### src/rtl/seg_scan_decoder.sv
// Multiplexed 7-segment scan decoder: recovers the hex digits behind three active-low anodes.
// Optional overrun detection is built only when SEG_SCAN_OVERRUN_EN is defined.
module seg_scan_decoder #(
    parameter int unsigned STABLE_CYCLES = 4
) (
    input  logic       clock,
    input  logic       reset,
    input  logic       AN0,
    input  logic       AN1,
    input  logic       AN2,
    input  logic       a,
    input  logic       b,
    input  logic       c,
    input  logic       d,
    input  logic       e,
    input  logic       fp,
    input  logic       g,
    input  logic       dp,
    input  logic       frame_ack,
    output logic [3:0] digit0,
    output logic [3:0] digit1,
    output logic [3:0] digit2,
    output logic [2:0] dp_flags,
    output logic [2:0] digit_err,
    output logic       frame_valid,
    output logic       overrun
);

    typedef enum logic [1:0] {IDLE = 2'd0, SETTLE = 2'd1, HELD = 2'd2} state_t;

    // Returns {err, value}; unknown patterns decode to value 0 with err set.
    function automatic logic [4:0] decode_seg(input logic [6:0] s);
        logic [4:0] r;
        case (s)
            7'h7E: r = 5'h00;
            7'h30: r = 5'h01;
            7'h6D: r = 5'h02;
            7'h79: r = 5'h03;
            7'h33: r = 5'h04;
            7'h5B: r = 5'h05;
            7'h5F: r = 5'h06;
            7'h70: r = 5'h07;
            7'h7F: r = 5'h08;
            7'h7B: r = 5'h09;
            7'h77: r = 5'h0A;
            7'h1F: r = 5'h0B;
            7'h4E: r = 5'h0C;
            7'h3D: r = 5'h0D;
            7'h4F: r = 5'h0E;
            7'h47: r = 5'h0F;
            default: r = 5'h10;
        endcase
        return r;
    endfunction

    logic [10:0]      sync1_q, sync2_q, prev_q;
    state_t           state_q, state_d;
    logic [7:0]       cnt_q, cnt_d;
    logic [2:0]       seen_q, seen_d;
    logic [2:0][3:0]  digit_q, digit_d;
    logic [2:0]       dp_q, dp_d;
    logic [2:0]       err_q, err_d;
    logic             fv_q, fv_d;

    logic [2:0]       sel_s;
    logic [6:0]       seg_s;
    logic             dp_low_s;
    logic             active_s;
    logic             same_s;
    logic             capture_s;
    logic             frame_done_s;
    logic [4:0]       dec_s;

    // Sample layout: {AN2, AN1, AN0, a..g, dp}, all active-low at the pins.
    assign sel_s        = ~sync2_q[10:8];
    assign seg_s        = ~sync2_q[7:1];
    assign dp_low_s     = ~sync2_q[0];
    assign active_s     = (sel_s == 3'b001) || (sel_s == 3'b010) || (sel_s == 3'b100);
    assign same_s       = (sync2_q == prev_q);
    assign dec_s        = decode_seg(seg_s);
    assign frame_done_s = (seen_q == 3'b111);

    // Input synchronizer and previous-sample register.
    always_ff @(posedge clock or posedge reset) begin
        if (reset) begin
            sync1_q <= 11'h7FF;
            sync2_q <= 11'h7FF;
            prev_q  <= 11'h7FF;
        end else begin
            sync1_q <= {AN2, AN1, AN0, a, b, c, d, e, fp, g, dp};
            sync2_q <= sync1_q;
            prev_q  <= sync2_q;
        end
    end

    // Settle FSM: a capture fires on the edge where the run length reaches STABLE_CYCLES.
    always_comb begin
        state_d   = state_q;
        cnt_d     = cnt_q;
        capture_s = 1'b0;
        case (state_q)
            IDLE: begin
                if (active_s) begin
                    state_d = SETTLE;
                    cnt_d   = 8'd1;
                end else begin
                    cnt_d   = 8'd0;
                end
            end
            SETTLE: begin
                if (!active_s) begin
                    state_d = IDLE;
                    cnt_d   = 8'd0;
                end else if (same_s) begin
                    cnt_d   = cnt_q + 8'd1;
                end else begin
                    cnt_d   = 8'd1;
                end
            end
            HELD: begin
                if (same_s) begin
                    state_d = HELD;
                end else if (active_s) begin
                    state_d = SETTLE;
                    cnt_d   = 8'd1;
                end else begin
                    state_d = IDLE;
                    cnt_d   = 8'd0;
                end
            end
            default: begin
                state_d = IDLE;
                cnt_d   = 8'd0;
            end
        endcase
        if ((state_d == SETTLE) && (cnt_d == 8'(STABLE_CYCLES))) begin
            capture_s = 1'b1;
            state_d   = HELD;
        end else begin
            capture_s = 1'b0;
        end
    end

    // Capture datapath and frame bookkeeping.
    always_comb begin
        digit_d = digit_q;
        dp_d    = dp_q;
        err_d   = err_q;
        seen_d  = frame_done_s ? 3'b000 : seen_q;
        for (int i = 0; i < 3; i++) begin
            if (capture_s && sel_s[i]) begin
                digit_d[i] = dec_s[3:0];
                dp_d[i]    = dp_low_s;
                err_d[i]   = dec_s[4];
                seen_d[i]  = 1'b1;
            end else begin
                digit_d[i] = digit_q[i];
            end
        end
        if (frame_done_s) begin
            fv_d = 1'b1;
        end else if (frame_ack) begin
            fv_d = 1'b0;
        end else begin
            fv_d = fv_q;
        end
    end

    // State and output registers.
    always_ff @(posedge clock or posedge reset) begin
        if (reset) begin
            state_q <= IDLE;
            cnt_q   <= 8'd0;
            seen_q  <= 3'b000;
            digit_q <= '0;
            dp_q    <= 3'b000;
            err_q   <= 3'b000;
            fv_q    <= 1'b0;
        end else begin
            state_q <= state_d;
            cnt_q   <= cnt_d;
            seen_q  <= seen_d;
            digit_q <= digit_d;
            dp_q    <= dp_d;
            err_q   <= err_d;
            fv_q    <= fv_d;
        end
    end

`ifdef SEG_SCAN_OVERRUN_EN
    logic ovr_q;

    // Sticky overrun: a new frame lands on a held, unacknowledged one.
    always_ff @(posedge clock or posedge reset) begin
        if (reset) begin
            ovr_q <= 1'b0;
        end else begin
            ovr_q <= ovr_q | (frame_done_s & fv_q & ~frame_ack);
        end
    end

    assign overrun = ovr_q;
`else
    assign overrun = 1'b0;
`endif

    assign digit0      = digit_q[0];
    assign digit1      = digit_q[1];
    assign digit2      = digit_q[2];
    assign dp_flags    = dp_q;
    assign digit_err   = err_q;
    assign frame_valid = fv_q;

endmodule

### config.mk
export PLATFORM = sky130hd
export DESIGN_NAME = seg_scan_decoder
export DESIGN_NICKNAME = d
export VERILOG_FILES = /design/src/rtl/seg_scan_decoder.sv
export SDC_FILE = /design/constraint.sdc
export NUM_CORES = 1
export LEC_CHECK = 0
export BUFFER_PORTS_ARGS = -buffer_cell sky130_fd_sc_hd__buf_4
export CAP_MARGIN = 20
export CORE_AREA = 8 8 60 112
export CTS_BUF_LIST = sky130_fd_sc_hd__clkbuf_16
export CTS_CLUSTER_DIAMETER = 120
export DETAILED_ROUTE_END_ITERATION = 8
export DIE_AREA = 0 0 68 120
export GPL_TIMING_DRIVEN = 0
export PLACE_DENSITY_LB_ADDON = 0.25
export SLEW_MARGIN = 40
export SYNTH_ARGS = -nofsm -noshare
export SYNTH_HDL_FRONTEND = slang
export SYNTH_SLANG_ARGS = --single-unit
### constraint.sdc
create_clock -name clock -period 3.2 [get_ports clock]
set_clock_uncertainty 0.15 [all_clocks]
set_input_delay 0.48 -clock clock [delete_from_list [all_inputs] [get_ports clock]]
set_output_delay 0.48 -clock clock [all_outputs]
set_load 0.02 [all_outputs]
### After elaboration in Yosys (flattened, before gate mapping)

Cells that the tools add are included.

* output and inout bits: 20
* input bits: 14
* bits in registers: 65
* logic and storage cells: 77

* muxes and demuxes: 19
* equality and inequality tests: 25
* add/sub/neg operators: 1
* bitwise operators: 3
* reduce and logical (&&, ||, !) cells: 11

Operators with widths (count)
* equality test 7 bit, second input constant: 12
* one-hot mux 5 bit (16 select lines): 1
* two-way mux 8 bit: 3
* one-hot mux 8 bit (3 select lines): 1
* equality test 7 x 6 -> 1 bit, second input constant: 3
* equality test 11 bit: 1
* adder 8 x 1 -> 8 bit, second input constant: 1
* equality test 8 x 3 -> 1 bit, second input constant: 1
* two-way mux 1 bit: 8
* two-way mux 2 bit: 4
* nonzero test 2 bit: 4
* equality test 7 x 5 -> 1 bit, second input constant: 1
* inverter 7 bit: 1
* equality test 3 bit, second input constant: 2
* one-hot mux 2 bit (3 select lines): 1
* equality test 2 x 1 -> 1 bit, second input constant: 2
* logical AND 1 bit: 4
* equality test 3 x 1 -> 1 bit, second input constant: 1
* equality test 3 x 2 -> 1 bit, second input constant: 1
* two-way mux 3 bit: 1
* inverter 3 bit: 1
* equality test 2 bit, second input constant: 1
* zero test 2 bit: 1
* logical OR 1 bit: 2
* inverter 1 bit: 1

### Depth between registers and ports, before layout

Gate-level depths: netlist (run 1).

* word-level depth: 12
* gate-level depth with buffers: 8
* depth with buffers taken out: 7

### Least setup slack after synthesis (run 1)

No wires, ideal clock.

* path type: reg2reg
* start point: reg sync2_q[10]
* end point: reg digit_q, in the netlist digit0[1]
* cell stages (with the launch flop): 8
* data required time: 2925 ps
* slack: 421 ps
* data arrival time: 2504 ps
* path buffers: 1
* library setup time: 125 ps
* cell sequence: dfstp_2 xnor2_1 a211oi_1 a221o_1 or4_1 buf_2 nor3_4 mux2_2

* cells in the longest elaborated chain, start to end: 11
* elaborated cells on any way between the ends: 22
* classes of those cells: 6 x eq/ne; 11 x mux; 1 x bitwise; 4 x reduce/logical

Ends and longest elaborated chain
* start: declaration: RTL line 56 `logic [10:0] sync1_q, sync2_q, prev_q;`
* start signal: assignment: RTL line 91 `sync2_q <= sync1_q;`
* inverter 3 bit: RTL line 75 `assign sel_s = ~sync2_q[10:8];`
* equality test 3 x 1 -> 1 bit or equality test 3 x 2 -> 1 bit (tied branches): RTL line 78 `assign active_s = (sel_s == 3'b001) || (sel_s == 3'b010) || (sel_s == 3'b100);`
* logical OR 1 bit (2 in series): RTL line 78
* two-way mux 1 bit: RTL line 103, 123
* two-way mux 8 bit or two-way mux 2 bit (tied branches): RTL line 121 `if (same_s) begin`
* one-hot mux 8 bit (3 select lines) or one-hot mux 2 bit (3 select lines) (tied branches): RTL line 101 `case (state_q)`
* equality test 8 x 3 -> 1 bit or equality test 2 x 1 -> 1 bit (tied branches): RTL line 136 `if ((state_d == SETTLE) && (cnt_d == 8'(STABLE_CYCLES))) begin`
* logical AND 1 bit (*): RTL line 136
* two-way mux 1 bit (*): RTL line 136
* logical AND 1 bit (*): RTL line 151 `if (capture_s && sel_s[i]) begin`
* end signal: assignment: RTL line 183 `digit_q <= digit_d;`
* end: declaration: RTL line 60 `logic [2:0][3:0] digit_q, digit_d;`

Mark *: on every way between the ends. The rest lies on a longest branch, timed or not.
A chain may end at the register's enable or synchronous reset.

### Worst setup path in the final report (run 1)

* start point: reg sync2_q[9]
* end point: reg digit_q, in the netlist digit2[3]

The elaborated chain is that of the path after synthesis.

==> results of run 1 <==
power by group through the flow:
stage | Combinational, uW | Clock, uW | Sequential [uW]
2_1_floorplan | 68.4 | 0 | 893
3_3_place_gp | 93.7 | 0 | 899
3_5_place_dp | 101 | 0 | 900
4_1_cts | 104 | 1010 | 888
5_1_grt | 119 | 1050 | 891
6_report | 106 | 1000 | 887
state kept, by name, summed over array words and instances (netlist names):
register,flops
dp_flags,3
seen_q,3
digit1,4
cnt_q,8
digit0,4
prev_q,11
sync2_q,11
state_q,2
sync1_q,11
frame_valid,1
digit2,4
digit_err,3
worst max path at each step:
| stage | from | end | slack [ns] | cells past startpoint |
|---|---|---|---|---|
| floorplan | sync2_q[10] | digit0[1] | 0.42 | 7 |
| global placement | sync2_q[9] | digit0[2] | 0.08 | 7 |
| detailed placement | sync2_q[9] | digit2[3] | 0.07 | 7 |
| CTS | sync2_q[9] | digit2[3] | 0.03 | 7 |
| global route | cnt_q[0] | digit2[3] | -0.006 | 8 |
| finish | sync2_q[9] | digit2[3] | 0.16 | 7 |
what timing repair did:
item	4_1_cts	5_1_grt
hold buffers	1	0
endpoints found under the hold margin	7	0
setup buffers	0	2
setup endpoints to repair	0	15
gates resized for setup	0	2
area by class of cell:
cell class                 count  area share [%]
tap                           60            2.08
clock buffer                  10            6.94
clock inverter                 6            1.74
timing repair buffer          36            8.61
buffer                        14            1.60
sequential                    65            46.3
multi-input combinational    163            31.6
inverter                      10            1.11
per-layer routing:
| layer | vias up | global-route usage, % | routed length, microns |
|---|---|---|---|
| met5 | - | 0 | 0 |
| met4 | 0 | 9.03 | 132 |
| met3 | 11 | 6.54 | 386 |
| met2 | 87 | 23.5 | 3070 |
| met1 | 1070 | 20.4 | 2540 |
| li1 | 994 | - | - |
cell usage after synthesis (3+ instances only):
library cell  count
clkbuf_1         12
a21o_1            5
nor3_1            8
nand2_1          11
o21ai_0          13
mux2_1            3
dfrtp_1          32
nand2b_1          4
inv_1            10
dfstp_2          33
nor4_1            4
or3_1             3
nor3_4            3
nand4_1           4
xor2_1           11
mux2_2           12
nor2b_1           3
mux2i_1           4
nor2_1           16
nand3_1           7
or4_1             3
xnor2_1           3
a22oi_1           4
a31oi_1           5
a21oi_1          10
and3_1            3
critical path, stage by stage (launching register included):
cell and delay, ns:
dfstp_2 0.61, xnor2_1 0.18, a211oi_1 0.13, a221o_1 0.34
or4_1 0.52, buf_2 0.20, nor3_4 0.40, mux2_2 0.39
through the flow:
stage	hold slack, ns	utilization, %	setup TNS (ns)
floorplan	0.195	-	0
global placement	0.197	60.2	0
detailed placement	0.197	60.6	0
CTS	0.0978	66.7	0
global route	0.0953	67.7	-0.0133
finish	0.103	67.7	0
kinds of logic (layout without fill, tap and decap cells):
| group | count (synthesis) | after routing |
|---|---|---|
| multiplexers | 19 | 19 |
| AND/OR/NAND/NOR | 75 | 75 |
| adder cells (fa/ha/maj) | 1 | 1 |
| buffers and inverters | 24 | 76 |
| AO/OA/AOI/OAI | 53 | 53 |
| other | 1 | 1 |
| flip-flops | 65 | 65 |
| XOR/XNOR | 14 | 14 |
==> run metrics, run 1 <==
post-synthesis compound-gate area fraction 12.2%; sw power about 440 uW; Int Power 1550 uW; Root Buffer clkbuf_16; Hold Startpoint c; R2R Path End digit2[3]; register bit total from synthesis 65; Cell Area, Synth 2890 sq um; clock network power share 50.1%; Sw Share 22.0%; Layout Cell Area excl Fill 3600 sq um; largest area contributor in the netlist dfstp_2; top cells by area, synth dfstp_2 (30%), dfrtp_1 (28%), mux2_2 (4.7%); DIE WIDTH 68 microns; setup ws final 0.157 ns; Final Max Tran Viols 0; Warnings, synthesis 0; drc violations 0; total global-route track usage 16.4%; Pwr Total 1990 uW; worst hold path class input pin to register; Reg2Reg Depth 7; dpl cells 345; total CTS buffers 9; fillers 403; crit path kind register to register; Final min period 3.04 ns; Simple-Gate Fraction of Synth Area 14.8%; Initial DRT Pass Iterations 4; largest net degree at the start of global routing 40; LEAKAGE between 0.0015 and 0.002 uW; initial antenna violation count 0; worst-path maximum fanout 7; # IOs 34; first-pass GRT wire length 10.2 mm; grt ovf 0; die area 8160 sq um; Post-synth EDFFs 0; Layout area overhead 24.7%; most frequent cells in the layout buf_4 (33), dfstp_2 (33), dfrtp_1 (32); CTS max path bufs 2; Seq/Total Area, Yosys 57.7%; vias between 2000 and 2500; multiplexer share of the synthesized area 7.23%; Most used DFF post-synth dfstp_2; Core ar. 5330 sq um; Worst Hold Path Cells 1; area of the multi-input gates 1140 sq um; WP data arrival 3.11 ns; clk_lat worst skew between 0.3 and 0.4 ns; Worst Tran Pin Value 0.678 ns; Peak VDD IR 0.487 mV; status completed; remaining antenna violation count 0; share of cells above drive strength 1 34.5%; fin crit share 95.1%; Setup Slack @ Placement between 0.07 and 0.08 ns; Area after DPL 3230 sq um; port bufs 32; main combinational cell family by area after synthesis simple AND/OR/NAND/NOR gates; crit end category register; DP HPWL slightly above 4 mm; via/cell ratio slightly below 6; H-tree Lvls 3; R2R Path Start sync2_q[9]; post-synthesis net count around 270; Mapped Cells 252; CTS tree built; cell row count 38; Initial Utilization 54.3%; Reg2Reg Setup Slack 0.16 ns; share of the synthesized area in the top cell type 30.0%; number of global-route vias before repair 2153; Comb power frac between 5 and 6%; Post-Synth Adder-Cell Area 0.433%; Total Wirelength 6.13 mm; DRT iter0 DRCs 176; number of clock sinks 65; Req. time, crit path between 3 and 4 ns; XOR/XNOR share of the synthesized area 4.24%; Worst setup SP type register; Final #Nets 314; Storage cell area 1670 sq um; die height approximately 120 microns; drt wl/cell 16.8 microns; FMAX 0.329 GHz; # setup viols final 0; routability congestion estimate 0.924; Relative slew margins 54.2%; FFs w/ async S/R, synth 100%; Clock transition at path regs 0.05 ns; fin cells 364; syn avg cell area 11.5 sq um; Seq pwr share 44.5%; Distinct cells, synth 47; endpoint of the worst hold path sync1_q[5]; Hold Vio Cnt, Final 0; pwr/cell area 553 nW/um^2; Antenna diodes 0; Max Cap Violations 0
Note: power is estimated with default switching activity, not from simulation.
==> run 2, diff against run 1 <==
Settings changed: MAX_ROUTING_LAYER set to met4.
==> run metrics, run 2 (synthesis results as in run 1) <==
Total Wirelength 6.29 mm; Reg2Reg Setup Slack 0.16 ns; share of cells above drive strength 1 35.3%; Max Cap Violations 0; most frequent cells in the layout buf_4 (35), dfstp_2 (33), dfrtp_1 (32); pwr/cell area 545 nW/um^2; drt wl/cell 17.2 microns; crit path kind register to register; setup TNS 0 ns; status completed; R2R Path End digit0[0]; fin crit share 94.9%; Final min period 3.04 ns; total global-route track usage 16.9%; commonest non-fill, non-tap cell in the layout buf_4; crit end category register; Met2 Wirelength 3.25 mm; port bufs 32; crit path launch sync2_q[9]; routed wl met3 285 microns; LEAKAGE ~0.0016 uW; DIE WIDTH about 68 microns; Comb power frac 5.5%; Layout area overhead 25.2%; Initial DRT Pass Iterations 4; DRT iter0 DRCs approximately 210; Max stage delay on crit path 0.62 ns; clock network power share between 40% and 50%; number of global-route vias before repair roughly 2200; total CTS buffers 9; sw power 458 uW; H-tree Lvls 3; WP data arrival between 3 and 4 ns; CTS tree built; CTS max path bufs 2; die area 8160 sq um; Area after DPL around 3200 sq um; via/cell ratio 5.78; Reg2Reg Depth 7; vias 2116; Worst Tran Pin Value between 0.7 and 0.8 ns; Clock transition at path regs 0.06 ns; worst-path maximum fanout 7; routability congestion estimate 0.946; Core ar. 5330 sq um; Worst path slowest cell dfstp_2; first-pass GRT wire length 10.4 mm; drc violations 0; crit path to digit0[0]; Peak VDD IR 0.709 mV; Worst setup SP type register; largest net degree at the start of global routing 40; uppermost layer routed met4; Seq pwr share approximately 45%; Final Max Tran Viols 0; # IOs 34; cell row count 38; number of clock sinks 65; Int Power about 1500 uW; R2R Path Start sync2_q[9]; initial antenna violation count 0; grt ovf 0; FMAX around 0.33 GHz; # setup viols final 0; Routed met1 length 2.64 mm; DP HPWL 4.25 mm; Cell Chain, Critical Path xnor2_1, a211oi_1, a221o_1, or4_1, buf_2, nor3_4, mux2_1; Layout Cell Area excl Fill about 3600 sq um; die height 120 microns; Final #Nets 316; clk_lat worst skew 0.33 ns; Hold Vio Cnt, Final 0; Req. time, crit path 3.26 ns; RSZ-0062 raised after global routing false; Root Buffer clkbuf_16; biggest regs prev_q x11, sync1_q x11, sync2_q x11; remaining antenna violation count 0; Antenna diodes 0; Initial Utilization 54.3%; Relative slew margins 52.7%; Sw Share 23.2%; worst hold path class input pin to register
==> run 2: per-stage QoR <==
stage               util, %  total power, uW  setup WS, ns  hold slack (ns)  std cells
floorplan                 -              961         0.421            0.195        252
global placement       60.2              993        0.0718            0.197        344
detailed placement     60.6             1000        0.0388            0.197        345
CTS                    66.6             1980        0.0517           0.0984        362
global route           68.0             2050        0.0326           0.0935        366
finish                 68.0             1970         0.164            0.105        366
==> run 2: what timing repair did <==
item	CTS	global route
hold buffers	1	0
resized for setup	1	2
endpoints found under the setup margin	10	15
cloned	0	0
setup buffers	0	4
pin swaps	0	3
endpoints found under the hold margin	7	0
==> run 2: worst min-delay path by stage <==
stage | end | cells past startpoint | start | slack [ns]
CTS | sync1_q[5] | 1 | c | 0.1
finish | sync1_q[10] | 1 | AN2 | 0.11
floorplan | sync2_q[0] | 0 | sync1_q[0] | 0.20
global route | sync1_q[3] | 1 | e | 0.09
global placement | sync2_q[8] | 0 | sync1_q[8] | 0.20
detailed placement | sync2_q[0] | 0 | sync1_q[0] | 0.20
==> run 2: layer usage <==
| metal | vias up | global-route usage (%) |
|---|---|---|
| met3 | 9 | 4.58 |
| met5 | - | - |
| met4 | 0 | 7.10 |
| li1 | 1000 | - |
| met2 | 77 | 25.5 |
| met1 | 1030 | 20.6 |
==> run 2: layout make-up <==
cell class,count,area (sq um)
buffer,14,57.6
clock buffer,9,225
clock inverter,7,78.8
fill,408,1710
inverter,10,40.0
multi-input combinational,163,1150
sequential,65,1670
tap,60,75.1
timing repair buffer,38,325
==> run 2: power groups by stage <==
stage               Sequential, uW  Combinational, uW  Clock [uW]
floorplan                      893               68.4           0
global placement               899               93.9           0
detailed placement             902                101           0
CTS                            889                105         990
global route                   892                120        1040
finish                         889                108         977
==> run 2: worst max-delay path: cells and delay by family, from the launching register on <==
family                    cells  cell delay (ns)
and+or+nand+nor               2             0.91
xor gates and xnor gates      1             0.18
DFF                           1             0.62
muxes                         1             0.38
buffers and inverters         1             0.20
AOI/OAI and AO/OA             2             0.48
